[src/rtl/rom_select.sv]
// rom_select: front-panel ROM slot selector.
// Debounces the select button, classifies presses and requests reloads.
module rom_select #(
    parameter int NUM_ROMS        = 8,
    parameter int INIT_INDEX      = 0,
    parameter int DEBOUNCE_CYCLES = 262144,
    parameter int LONG_CYCLES     = 16777216,
    parameter int DROP_TIMEOUT    = 255
) (
    input  logic       clock,
    input  logic       reset_n,
    input  logic       btn_n,
    input  logic       load_done,
    output logic       reload,
    output logic [3:0] index,
    output logic       busy,
    output logic       pressed
);

    localparam int DBW = (DEBOUNCE_CYCLES > 1) ? $clog2(DEBOUNCE_CYCLES) : 1;
    localparam int HW  = $clog2(LONG_CYCLES + 1);
    localparam int DW  = $clog2(DROP_TIMEOUT + 1);

    typedef enum logic [2:0] {
        S_IDLE,
        S_PRESS,
        S_LONG,
        S_REQ,
        S_WAIT_DROP,
        S_WAIT_DONE
    } state_t;

    logic           sync1_q;
    logic           sync2_q;
    logic           stable_q;
    logic           stable_d;
    logic           stable_prev_q;
    logic [DBW-1:0] db_cnt_q;
    logic [DBW-1:0] db_cnt_d;
    logic [HW-1:0]  hold_cnt_q;
    logic [HW-1:0]  hold_cnt_d;
    logic [DW-1:0]  drop_cnt_q;
    logic [DW-1:0]  drop_cnt_d;
    logic [DW-1:0]  drop_next;
    logic [3:0]     index_q;
    logic [3:0]     index_d;
    state_t         state_q;
    state_t         state_d;
    logic           reload_q;
    logic           reload_d;
    logic           busy_q;
    logic           busy_d;
    logic           press_edge;
    logic           release_edge;

    // stable_q is the debounced pin level, so low means held
    assign press_edge   = stable_prev_q & ~stable_q;
    assign release_edge = ~stable_prev_q & stable_q;
    assign drop_next    = drop_cnt_q + 1'b1;

    assign reload  = reload_q;
    assign busy    = busy_q;
    assign index   = index_q;
    assign pressed = ~stable_q;

    // Debounce: accept a new level only after it holds for the full window
    always_comb begin
        stable_d = stable_q;
        db_cnt_d = '0;
        if (sync2_q != stable_q) begin
            if (db_cnt_q == DBW'(DEBOUNCE_CYCLES - 1)) begin
                stable_d = sync2_q;
            end else begin
                db_cnt_d = db_cnt_q + 1'b1;
            end
        end
    end

    // Hold timer: restarts on each press, saturates so it never wraps
    always_comb begin
        hold_cnt_d = hold_cnt_q;
        if (press_edge) begin
            hold_cnt_d = '0;
        end else if (!stable_q && hold_cnt_q != HW'(LONG_CYCLES)) begin
            hold_cnt_d = hold_cnt_q + 1'b1;
        end
    end

    // Press classification and loader handshake; edges outside PRESS are dropped
    always_comb begin
        state_d    = state_q;
        index_d    = index_q;
        reload_d   = 1'b0;
        busy_d     = busy_q;
        drop_cnt_d = drop_cnt_q;
        unique case (state_q)
            S_IDLE: begin
                if (press_edge) begin
                    state_d = S_PRESS;
                end
            end
            S_PRESS: begin
                if (hold_cnt_q == HW'(LONG_CYCLES - 1)) begin
                    state_d = S_LONG;
                end else if (release_edge) begin
                    index_d  = (index_q == 4'(NUM_ROMS - 1)) ? 4'd0
                                                             : index_q + 1'b1;
                    state_d  = S_REQ;
                    reload_d = 1'b1;
                    busy_d   = 1'b1;
                end
            end
            S_LONG: begin
                if (stable_q) begin
                    state_d  = S_REQ;
                    reload_d = 1'b1;
                    busy_d   = 1'b1;
                end
            end
            S_REQ: begin
                // the reload cycle itself counts toward the drop timeout
                drop_cnt_d = DW'(1);
                state_d    = S_WAIT_DROP;
            end
            S_WAIT_DROP: begin
                if (!load_done) begin
                    drop_cnt_d = '0;
                    state_d    = S_WAIT_DONE;
                end else if (drop_next == DW'(DROP_TIMEOUT)) begin
                    drop_cnt_d = '0;
                    busy_d     = 1'b0;
                    state_d    = S_IDLE;
                end else begin
                    drop_cnt_d = drop_next;
                end
            end
            S_WAIT_DONE: begin
                if (load_done) begin
                    busy_d  = 1'b0;
                    state_d = S_IDLE;
                end
            end
            default: begin
                state_d = S_IDLE;
            end
        endcase
    end

    // Pin synchroniser and debounce state
    always_ff @(posedge clock or negedge reset_n) begin
        if (!reset_n) begin
            sync1_q       <= 1'b1;
            sync2_q       <= 1'b1;
            stable_q      <= 1'b1;
            stable_prev_q <= 1'b1;
            db_cnt_q      <= '0;
            hold_cnt_q    <= '0;
        end else begin
            sync1_q       <= btn_n;
            sync2_q       <= sync1_q;
            stable_q      <= stable_d;
            stable_prev_q <= stable_q;
            db_cnt_q      <= db_cnt_d;
            hold_cnt_q    <= hold_cnt_d;
        end
    end

    // FSM state and its registered outputs
    always_ff @(posedge clock or negedge reset_n) begin
        if (!reset_n) begin
            state_q    <= S_IDLE;
            index_q    <= 4'(INIT_INDEX);
            reload_q   <= 1'b0;
            busy_q     <= 1'b0;
            drop_cnt_q <= '0;
        end else begin
            state_q    <= state_d;
            index_q    <= index_d;
            reload_q   <= reload_d;
            busy_q     <= busy_d;
            drop_cnt_q <= drop_cnt_d;
        end
    end

endmodule
[config.mk]
export PLATFORM = sky130hd
export DESIGN_NAME = rom_select
export DESIGN_NICKNAME = d
export VERILOG_FILES = /design/src/rtl/rom_select.sv
export SDC_FILE = /design/constraint.sdc
export NUM_CORES = 1
export LEC_CHECK = 0
export BUFFER_PORTS_ARGS = -buffer_cell sky130_fd_sc_hd__buf_2
export CORE_ASPECT_RATIO = 1.5
export CORE_MARGIN = 5
export CORE_UTILIZATION = 55
export DETAILED_ROUTE_END_ITERATION = 10
export PLACE_DENSITY = 0.78
export REMOVE_ABC_BUFFERS = 1
export SETUP_SLACK_MARGIN = 0.4
export SYNTH_ARGS = -nofsm -noshare
export SYNTH_HDL_FRONTEND = slang
export SYNTH_SLANG_ARGS = --single-unit
[constraint.sdc]
create_clock -name clock -period 6.6 [get_ports clock]
set_clock_uncertainty 0.05 [all_clocks]
set_input_delay 0.33 -clock clock [delete_from_list [all_inputs] [get_ports clock]]
set_output_delay 0.33 -clock clock [all_outputs]
set_load 0.05 [all_outputs]
==> impl_results.md <==
- Status: finished, final reports clean
- Core area: 5790 µm²
- CP required: 6.78 ns
- Min Tclk post-route: 2.54 ns
- Pwr per Cell Area: 251 nW/µm²
- Clock sink total: 64
- Gr ovfl total: 0
- Mean Syn Cell Area: 9.67 µm²
- CTS tree: done
- Worst slew pin tran: 0.773 ns
- Chip width: 73.0 µm
- Die Height: around 100 µm
- Fraction of registers with async set/reset: 100%
- Sequential area share after synthesis: 49.1%
- Initial antenna violation count: 0
- Max Slew Vio Count: 0
- Ant diodes: 0
- Maximum fanout along the worst path: 5
- Largest family of logic cells by synthesized area: simple AND/OR/NAND/NOR gates
- Kind of end point of the critical path: register
- Most frequent cell after synthesis: nor2_1
- Largest net degree at the start of global routing: 65
- GRT Overall Usage: 17.8%
- Synth cell count leaders: 64 x nor2_1, 60 x dfrtp_1, 30 x nand2_1
- RSZ-0062 raised after global routing: no
- Setup_tns: 0 ns
- Slew headroom: 48.4%
- Post_cts resized: 0
- Max VDD drop: 0.137 mV
- TritonRoute pass-1 iters: 4
- Ys flop type: dfrtp_1
- Latest clock arrival within the worst-skew pair: approximately 0.35 ns
- Fillers: 508
- Final GP Congestion: 0.899
- Share of cells above drive strength 1: 13.6%
- Adder-Cell Fraction of Synth Area: 2.30%
- Max H-tree Level: 3
- Synth top area share: 45.9%
- CTS root buf: clkbuf_8
- Via Count: 2404
- Final core utilization: 62.2%
- Nets: roughly 360
- Critical Path AT: 2.72 ns
- Post-synth EDFFs: 0
- Area of the die: 7620 µm²
- Row count: 34
- Top post-synthesis cells by area: dfrtp_1 46%, nor2_1 7.3%, xor2_1 7.2%, xnor2_1 4.0%, nand2_1 3.4%
- Post-DR wirelength/cell: 13.9 µm
- Worst Path Class, Setup: reg -> reg
- Synth warnings: 0
- Hold Crit Class: in -> reg
- Post-synthesis instance area: around 3300 µm²
- Starting Density: 56.5%
- Final Hold Viols: 0
- Peak Freq: 0.393 GHz
- Final setup viols: 0
- Mapped Cells: between 300 and 400
- Vias in the first global route: approximately 2500
- Period utilization: between 30% and 40%
- Leakage power: 1.63 nW
- Initial DRC Count: 104
- Setup bufs post-CTS: 0
- Post-route DRC: 0
- #FFs+latches synth: 64
- I/O Buffers: 10
- Drt via density: 5.58
- Clk buf depth: 2
- Total Wirelength: 5990 µm
- Worst Setup Start Kind: register
- HPWL Detailed: ~4200 µm
- Synth Area in Compound Gates: 6.01%
- Synth Area in XOR/XNOR: between 10% and 20%
- Synth-to-layout area growth: 10.1%
- Mux share of post-synthesis cell area: under 10%
- Cts hold-fix bufs: 0
- Max cap viols: 0
- Antenna-violating nets left: 0
- First-pass GRT wire length: around 11000 µm
- Largest area contributor in the netlist: dfrtp_1
- Library cells used by synthesis: 45
- CTS Buf Count: 9
- Top Ports: 11
- Clock transition at path regs: 0.07 ns
- Synth Area in Simple Gates: 26.6%
[sequential cells by signal, indices dropped and copies added (netlist names), 3 cells and up]
| signal | flops |
|---|---|
| db_cnt_q | 18 |
| drop_cnt_q | 8 |
| hold_cnt_q | 25 |
| index | 4 |
| state_q | 3 |
[worst max-delay path: stages (launching register included)]
cell	delay [ns]
dfrtp_1	0.41
ha_1	0.19
nand3_1	0.15
or4_4	0.53
or4_4	0.45
nor4b_4	0.17
nand4_1	0.12
mux2_2	0.34
[metrics by stage]
stage	setup slack (ns)	cell area [µm²]	std cells	hold slack (ns)	total power, mW
final	4.06	3600	431	0.0344	0.902
after CTS	4.06	3600	431	0.0174	0.912
after global placement	4.15	3380	415	0.295	0.537
after floorplan	4.23	3220	330	-0.0156	0.510
after global routing	3.98	3600	431	0.0176	0.946
after detailed placement	4.07	3380	415	0.299	0.541
[layout by cell type, fill, tap and decap left out, types with 7 or more instances in the layout]
| cell type | instances |
|---|---|
| a21oi_1 | 7 |
| xor2_1 | 27 |
| nor4_1 | 7 |
| nor2_1 | 64 |
| inv_1 | 12 |
| nand4_1 | 12 |
| and3_1 | 7 |
| nor3_1 | 7 |
| dfrtp_1 | 60 |
| nand2_1 | 30 |
| clkbuf_8 | 9 |
| buf_2 | 10 |
| xnor2_1 | 15 |
| nand3_1 | 21 |
[metal layers]
layer | up-vias | track usage [%] | wire length, µm
met3 | 11 | 4.06 | 146
met2 | 26 | 30.4 | 3250
met5 | - | 0 | 0
met1 | 1170 | 20.6 | 2500
met4 | 0 | 7.92 | 103
li1 | 1197 | - | -
[power breakdown]
group | switching [mW] | internal, mW
Combinational | 0.0501 | 0.0316
Sequential | 0.0380 | 0.414
Clock | 0.156 | 0.213
Total | 0.244 | 0.659
[layout make-up]
cell class / instances / area (µm²) / share of cell area [%]
Clock buffer: 9 / 124 / 3.44
Clock inverter: 7 / 95.1 / 2.64
Inverter: 12 / 45.0 / 1.25
Multi-Input combinational cell: 254 / 1570 / 43.5
Sequential cell: 64 / 1610 / 44.6
Tap cell: 72 / 90.1 / 2.50
Timing Repair Buffer: 13 / 72.6 / 2.02
[worst paths after layout]
path,slack [ns],to,cells past startpoint,start
max reg2reg,4.06,index[3]$_DFFE_PN0P_,7,hold_cnt_q[0]$_DFFE_PN0P_
min in group asynchronous,0.09,drop_cnt_q[2]$_DFFE_PN0P_,2,reset_n
max,4.06,index[3]$_DFFE_PN0P_,7,hold_cnt_q[0]$_DFFE_PN0P_
min reg2reg,0.31,sync2_q$_DFF_PN1_,0,sync1_q$_DFF_PN1_
max in group asynchronous,5.90,hold_cnt_q[7]$_DFFE_PN0P_,2,reset_n
min,0.03,sync1_q$_DFF_PN1_,1,btn_n
[logic make-up after synthesis]
logic type | Yosys count
compound gates | 29
buf+inv | 20
flops | 64
xor+xnor | 42
mux | 5
simple gates | 172
fa+ha+maj | 6
Note: power is estimated with default switching activity, not from simulation.
